===== config.mk =====
export PLATFORM = sky130hd
export DESIGN_NAME = shiftreg_seq
export DESIGN_NICKNAME = d
export VERILOG_FILES = /design/src/rtl/shiftreg_pkg.sv /design/src/rtl/shiftreg_seq_shift_step.sv /design/src/rtl/shiftreg_seq.sv
export SDC_FILE = /design/constraint.sdc
export NUM_CORES = 1
export LEC_CHECK = 0
export CAP_MARGIN = 20
export CORE_ASPECT_RATIO = 0.6
export CORE_MARGIN = 2
export CORE_UTILIZATION = 51
export DETAILED_ROUTE_END_ITERATION = 10
export GPL_TIMING_DRIVEN = 0
export HOLD_SLACK_MARGIN = 0.08
export PLACE_DENSITY_LB_ADDON = 0.1
export SYNTH_ARGS = -nofsm -noshare
export SYNTH_HDL_FRONTEND = slang
export SYNTH_HIERARCHICAL = 1
export SYNTH_SLANG_ARGS = --single-unit
export TNS_END_PERCENT = 20

===== constraint.sdc =====
create_clock -name CLK -period 5.23 [get_ports CLK]
set_clock_uncertainty 0.2 [all_clocks]
set_input_delay 1.569 -clock CLK [delete_from_list [all_inputs] [get_ports CLK]]
set_output_delay 1.569 -clock CLK [all_outputs]
set_load 0.01 [all_outputs]

===== src/rtl/shiftreg_pkg.sv =====
// Shared types for the shiftreg_seq register: shift modes and sequencer states.
package shiftreg_pkg;

    // Shift mode encoding matches the MODE input pins.
    typedef enum logic [1:0] {
        LSL = 2'b00,
        LSR = 2'b01,
        ASR = 2'b10,
        ROL = 2'b11
    } shift_mode_t;

    // Sequencer states; BUSY is simply "not IDLE".
    typedef enum logic [1:0] {
        IDLE  = 2'b00,
        SHIFT = 2'b01,
        FIN   = 2'b10
    } state_t;

endpackage


===== src/rtl/shiftreg_seq_shift_step.sv =====
// shift_step: combinational single-bit shifter used by both the sequence
// path and the idle SH path. out_bit is the bit that leaves the register.
module shift_step
    import shiftreg_pkg::*;
#(
    parameter int N = 8
) (
    input  logic [N-1:0] q,
    input  shift_mode_t  mode,
    input  logic         fill,
    output logic [N-1:0] q_next,
    output logic         out_bit
);

    // One step in the selected direction, reporting the departing bit.
    always_comb begin
        q_next  = q;
        out_bit = 1'b0;
        case (mode)
            LSL: begin
                q_next  = {q[N-2:0], fill};
                out_bit = q[N-1];
            end
            LSR: begin
                q_next  = {fill, q[N-1:1]};
                out_bit = q[0];
            end
            ASR: begin
                q_next  = {q[N-1], q[N-1:1]};
                out_bit = q[0];
            end
            ROL: begin
                q_next  = {q[N-2:0], q[N-1]};
                out_bit = q[N-1];
            end
            default: begin
                q_next  = q;
                out_bit = 1'b0;
            end
        endcase
    end

endmodule


===== src/rtl/shiftreg_seq.sv =====
// shiftreg_seq: load/left-shift register with a START/BUSY/DONE multi-cycle
// shift sequencer (LSL, LSR, ASR, ROL by 0..2^AMT_W-1 steps).
// Optional macro SHIFTREG_SEQ_CARRY_EN adds the CO carry-out port.
//
// Handshake: START is accepted only while BUSY is low; at that edge D, MODE,
// AMT and SER_IN are captured. BUSY stays high until the sequence finishes and
// DONE pulses for exactly one cycle (the last BUSY cycle). While BUSY, all
// control and data inputs are ignored.
module shiftreg_seq
    import shiftreg_pkg::*;
#(
    parameter int N     = 8,
    parameter int AMT_W = 4
) (
    input  logic             CLK,
    input  logic             RST_N,
    input  logic [N-1:0]     D,
    input  logic             LD,
    input  logic             SH,
    input  logic             SER_IN,
    input  logic             START,
    input  logic [1:0]       MODE,
    input  logic [AMT_W-1:0] AMT,
    output logic [N-1:0]     Q,
    output logic             BUSY,
    output logic             DONE
`ifdef SHIFTREG_SEQ_CARRY_EN
    ,
    output logic             CO
`endif
);

    localparam logic [AMT_W-1:0] CNT_ONE  = AMT_W'(1);
    localparam logic [AMT_W-1:0] CNT_ZERO = '0;

    state_t           state;
    logic [AMT_W-1:0] count;
    shift_mode_t      mode_r;
    logic             fill_r;

    shift_mode_t      step_mode;
    logic             step_fill;
    logic [N-1:0]     step_q;
    logic             step_out;

    // Idle SH is always a left shift filled from SER_IN; sequences use the latched mode/fill.
    always_comb begin
        step_mode = mode_r;
        step_fill = fill_r;
        if (state == IDLE) begin
            step_mode = LSL;
            step_fill = SER_IN;
        end
    end

    shift_step #(.N(N)) u_step (
        .q       (Q),
        .mode    (step_mode),
        .fill    (step_fill),
        .q_next  (step_q),
        .out_bit (step_out)
    );

`ifndef SHIFTREG_SEQ_CARRY_EN
    logic unused_carry;
    assign unused_carry = step_out;
`endif

    assign BUSY = (state != IDLE);

    // Sequencer, data register and registered DONE pulse; reset abandons any sequence.
    always_ff @(posedge CLK) begin
        if (!RST_N) begin
            state  <= IDLE;
            Q      <= '0;
            count  <= '0;
            mode_r <= LSL;
            fill_r <= 1'b0;
            DONE   <= 1'b0;
`ifdef SHIFTREG_SEQ_CARRY_EN
            CO     <= 1'b0;
`endif
        end else begin
            DONE <= 1'b0;
            case (state)
                IDLE: begin
                    if (START) begin
                        Q      <= D;
                        mode_r <= shift_mode_t'(MODE);
                        fill_r <= SER_IN;
                        count  <= AMT;
`ifdef SHIFTREG_SEQ_CARRY_EN
                        CO     <= 1'b0;
`endif
                        if (AMT == CNT_ZERO) begin
                            state <= FIN;
                            DONE  <= 1'b1;
                        end else begin
                            state <= SHIFT;
                        end
                    end else if (LD) begin
                        Q <= D;
                    end else if (SH) begin
                        Q  <= step_q;
`ifdef SHIFTREG_SEQ_CARRY_EN
                        CO <= step_out;
`endif
                    end
                end
                SHIFT: begin
                    Q     <= step_q;
`ifdef SHIFTREG_SEQ_CARRY_EN
                    CO    <= step_out;
`endif
                    count <= count - CNT_ONE;
                    if (count <= CNT_ONE) begin
                        state <= FIN;
                        DONE  <= 1'b1;
                    end
                end
                FIN: begin
                    state <= IDLE;
                end
                default: begin
                    state <= IDLE;
                end
            endcase
        end
    end

endmodule


==> results.txt <==
----------------------------------------------------
[Worst setup path]
  Crit-path slowest cell ... clkdlybuf4s50_1
  Internal reg-to-reg setup slack ... 2.60 ns
  Critical path startpoint category ... register
  Buffers plus inverters on the worst setup path ... 3
  Crit path max fanout ... 10
  Crit end category ... primary output
  Logic depth of the worst register-to-register path ... 9
  Required time at the worst-slack endpoint ... 3.46 ns
  Cell family with most CP delay ... buffers and inverters
  Reg2Reg Launch Point ... state[1]
  FF-to-FF End ... Q[1]
  Crit Path Class ... register to primary output
  Largest stage delay, worst path ... 0.53 ns
  Data arrival time at the worst-slack endpoint ... 1.77 ns
  Ordered cell list for the critical path ... clkbuf_1 -> nor2_1 -> inv_1 -> clkdlybuf4s50_1

[Global route]
  Maximum number of pins on one net before global-route repair ... 11
  Global-route wire length before repair ... 4.47 mm
  Sum of overflow across all layers after global routing ... 0
  Number of antenna violations at the first check in global routing ... 0
  GRT Resource Usage Total ... 23.1%
  Vias in the first global route ... 1022

[Timing]
  Transition time at the pin with the least slew margin ... 0.689 ns
  Final TNS setup ... 0 ns
  Final hold violations ... 0
  Max Fclk ... 282 MHz
  Max transition margin ... 53.9%
  Fraction of the cycle the final worst path needs ... 67.7%
  Unrepaired setup endpoints after global routing ... no
  Pins Over Slew Limit ... 0
  Hold WS ... 0.302 ns
  Count of final setup violators ... 0
  Final worst path period need ... 3.54 ns

[Placement]
  Count of placed standard cells including taps ... 188
  Half-perimeter wire length after detailed placement ... 2.14 mm
  Routability congestion estimate from global placement ... 0.911
  Placed cell area ... 1440 um^2
  # port buffers ... 29

[Clock tree]
  Maximum buffer depth of the clock tree ... 2
  Total number of H-tree levels ... 1
  Clock-pin slew on the worst setup and hold paths ... 0.11 ns
  Worst-Skew Late Latency ... 0.29 ns
  Setup bufs post-CTS ... 0
  Post-CTS Hold Buffers ... 0
  Number of resized instances in the post-cts repair step ... 0
  Root Driver ... clkbuf_4
  CTS sink count ... 18
  CTS Buf Count ... 3
  Clock tree from TritonCTS ... yes

[Logic synthesis]
  Combined area of all synthesized cells ... 1110 um^2
  Synthesized area per cell ... 8.63 um^2
  Nets in the synthesized netlist ... 155
  Cell count after synthesis ... 129
  Number of warnings printed during yosys synthesis ... 6

[Min path]
  Worst min-delay path startpoint ... count[1]
  Hold/Removal Path Class ... register to register
  Number of cells on the worst hold path ... 2
  Hold Path Sink ... count[1]

[Floorplan]
  Number of top-level pins ... 30
  Cell Rows ... 13
  Total core area ... 2110 um^2
  Die outline height ... 40.2 um
  Die outline width ... 64.3 um
  Initial standard-cell utilization of the core ... 52.7%
  Die area ... 2590 um^2

[Power]
  Internal Pwr Total ... 0.000270 W
  Total power of the final layout ... 0.000395 W
  Sequential share of power ... 42.9%
  Power density over cell area ... 267 nW/um^2
  Leak Pwr ... 0.552 nW
  Net switching power figure ... 0.000124 W
  Maximum vdd drop ... 0.000171 V
  Clock network fraction of total power ... 22.2%
  Switching part of the total power ... 31.5%
  Proportion of power drawn by combinational gates ... 34.9%

[Run]
  Max-capacitance violation count ... 0

[Drt]
  Antenna-violating nets left ... 0
  Detailed route wirelength on metal3 ... 264 um
  Per-cell via count in the routed design ... 6.05
  WL per Instance ... 14.8 um
  Met2 Wirelength ... 1.28 mm
  Number of search-and-repair iterations in the first detailed-routing pass ... 4
  Detailed-route wire length on metal 1 ... 1.27 mm
  Total wire length ... 2.85 mm
  DR iter-0 viols ... 136
  Top layer in use ... met4
  DRC Markers ... 0
  Number of vias after detailed routing ... 1162

[Finish]
  Final #Nets ... 189
  Finished Layout Cells ... 192
  Post-route standard cell area excluding fillers ... 1480 um^2
  Area delta synth->final ... 32.7%
  Number of antenna diodes ... 0
  Fraction of layout cells with a size suffix above 1 ... 9.88%

[Status]
  Outcome ... finished, final reports clean

----------------------------------------------------
[cell usage in the layout (no fill, tap or decap), types with 2 or more instances in the layout]
| cell type | instances |
|---|---|
| ha_1 | 6 |
| clkinv_1 | 2 |
| o21ai_0 | 9 |
| a22o_1 | 6 |
| o21ba_2 | 2 |
| nor2b_1 | 4 |
| a22oi_1 | 2 |
| a211oi_1 | 2 |
| inv_1 | 5 |
| nor2_1 | 6 |
| nand3b_1 | 3 |
| a311oi_1 | 8 |
| a2bb2oi_1 | 2 |
| buf_6 | 3 |
| mux2i_1 | 3 |
| nand2_1 | 3 |
| clkdlybuf4s50_1 | 29 |
| nand3_1 | 8 |
| clkbuf_4 | 3 |
| a21oi_1 | 14 |
| buf_1 | 2 |
| dfxtp_1 | 18 |
| clkbuf_1 | 3 |
[final cells by class]
class                           instances  area (um^2)
Clock buffer                            4         36.3
Sequential cell                        18          360
Timing Repair Buffer                   29          290
Fill cell                             173          637
Buffer                                  9         57.6
Multi-Input combinational cell         95          669
Inverter                                7         26.3
Tap cell                               30         37.5
[metrics by stage]
stage | util (%) | setup WS (ns)
2_1_floorplan | - | 2.30
3_3_place_gp | 68.2 | 1.69
3_5_place_dp | 68.2 | 1.68
4_1_cts | 69.9 | 1.69
5_1_grt | 69.9 | 1.56
6_report | 69.9 | 1.69
[routing by layer]
layer,track usage [%],up-vias
met5,0,-
met4,6.38,0
met3,5.90,4
met1,31.1,540
met2,37.8,67
li1,-,551
[how the worst max path moves through the flow]
stage,start,end,slack [ns],cells past startpoint
detailed placement,START,Q[5],1.68,6
finish,state[1],BUSY,1.69,4
CTS,state[1],BUSY,1.69,4
global placement,START,Q[1],1.69,6
floorplan,LD,Q[0],2.30,5
global route,state[1],BUSY,1.56,4
[tightest hold or removal path: stages, from the launching register on]
cell and delay (ns):
dfxtp_1 0.35, nand2_1 0.06, a21oi_1 0.06
[flip-flops by register name, indices dropped and copies added (netlist names)]
register  cells
state         2
mode_r        2
count         4
Q             8
DONE          1
fill_r        1
[power by group through the flow]
stage	Clock (W)	Combinational, W	Sequential (W)
CTS	0.0000901	0.000136	0.000169
floorplan	0	0.0000796	0.000172
global route	0.0000943	0.000150	0.000171
finish	0.0000876	0.000138	0.000169
global placement	0	0.000132	0.000171
detailed placement	0	0.000135	0.000172
No activity file was read; power rests on OpenSTA's default activity.
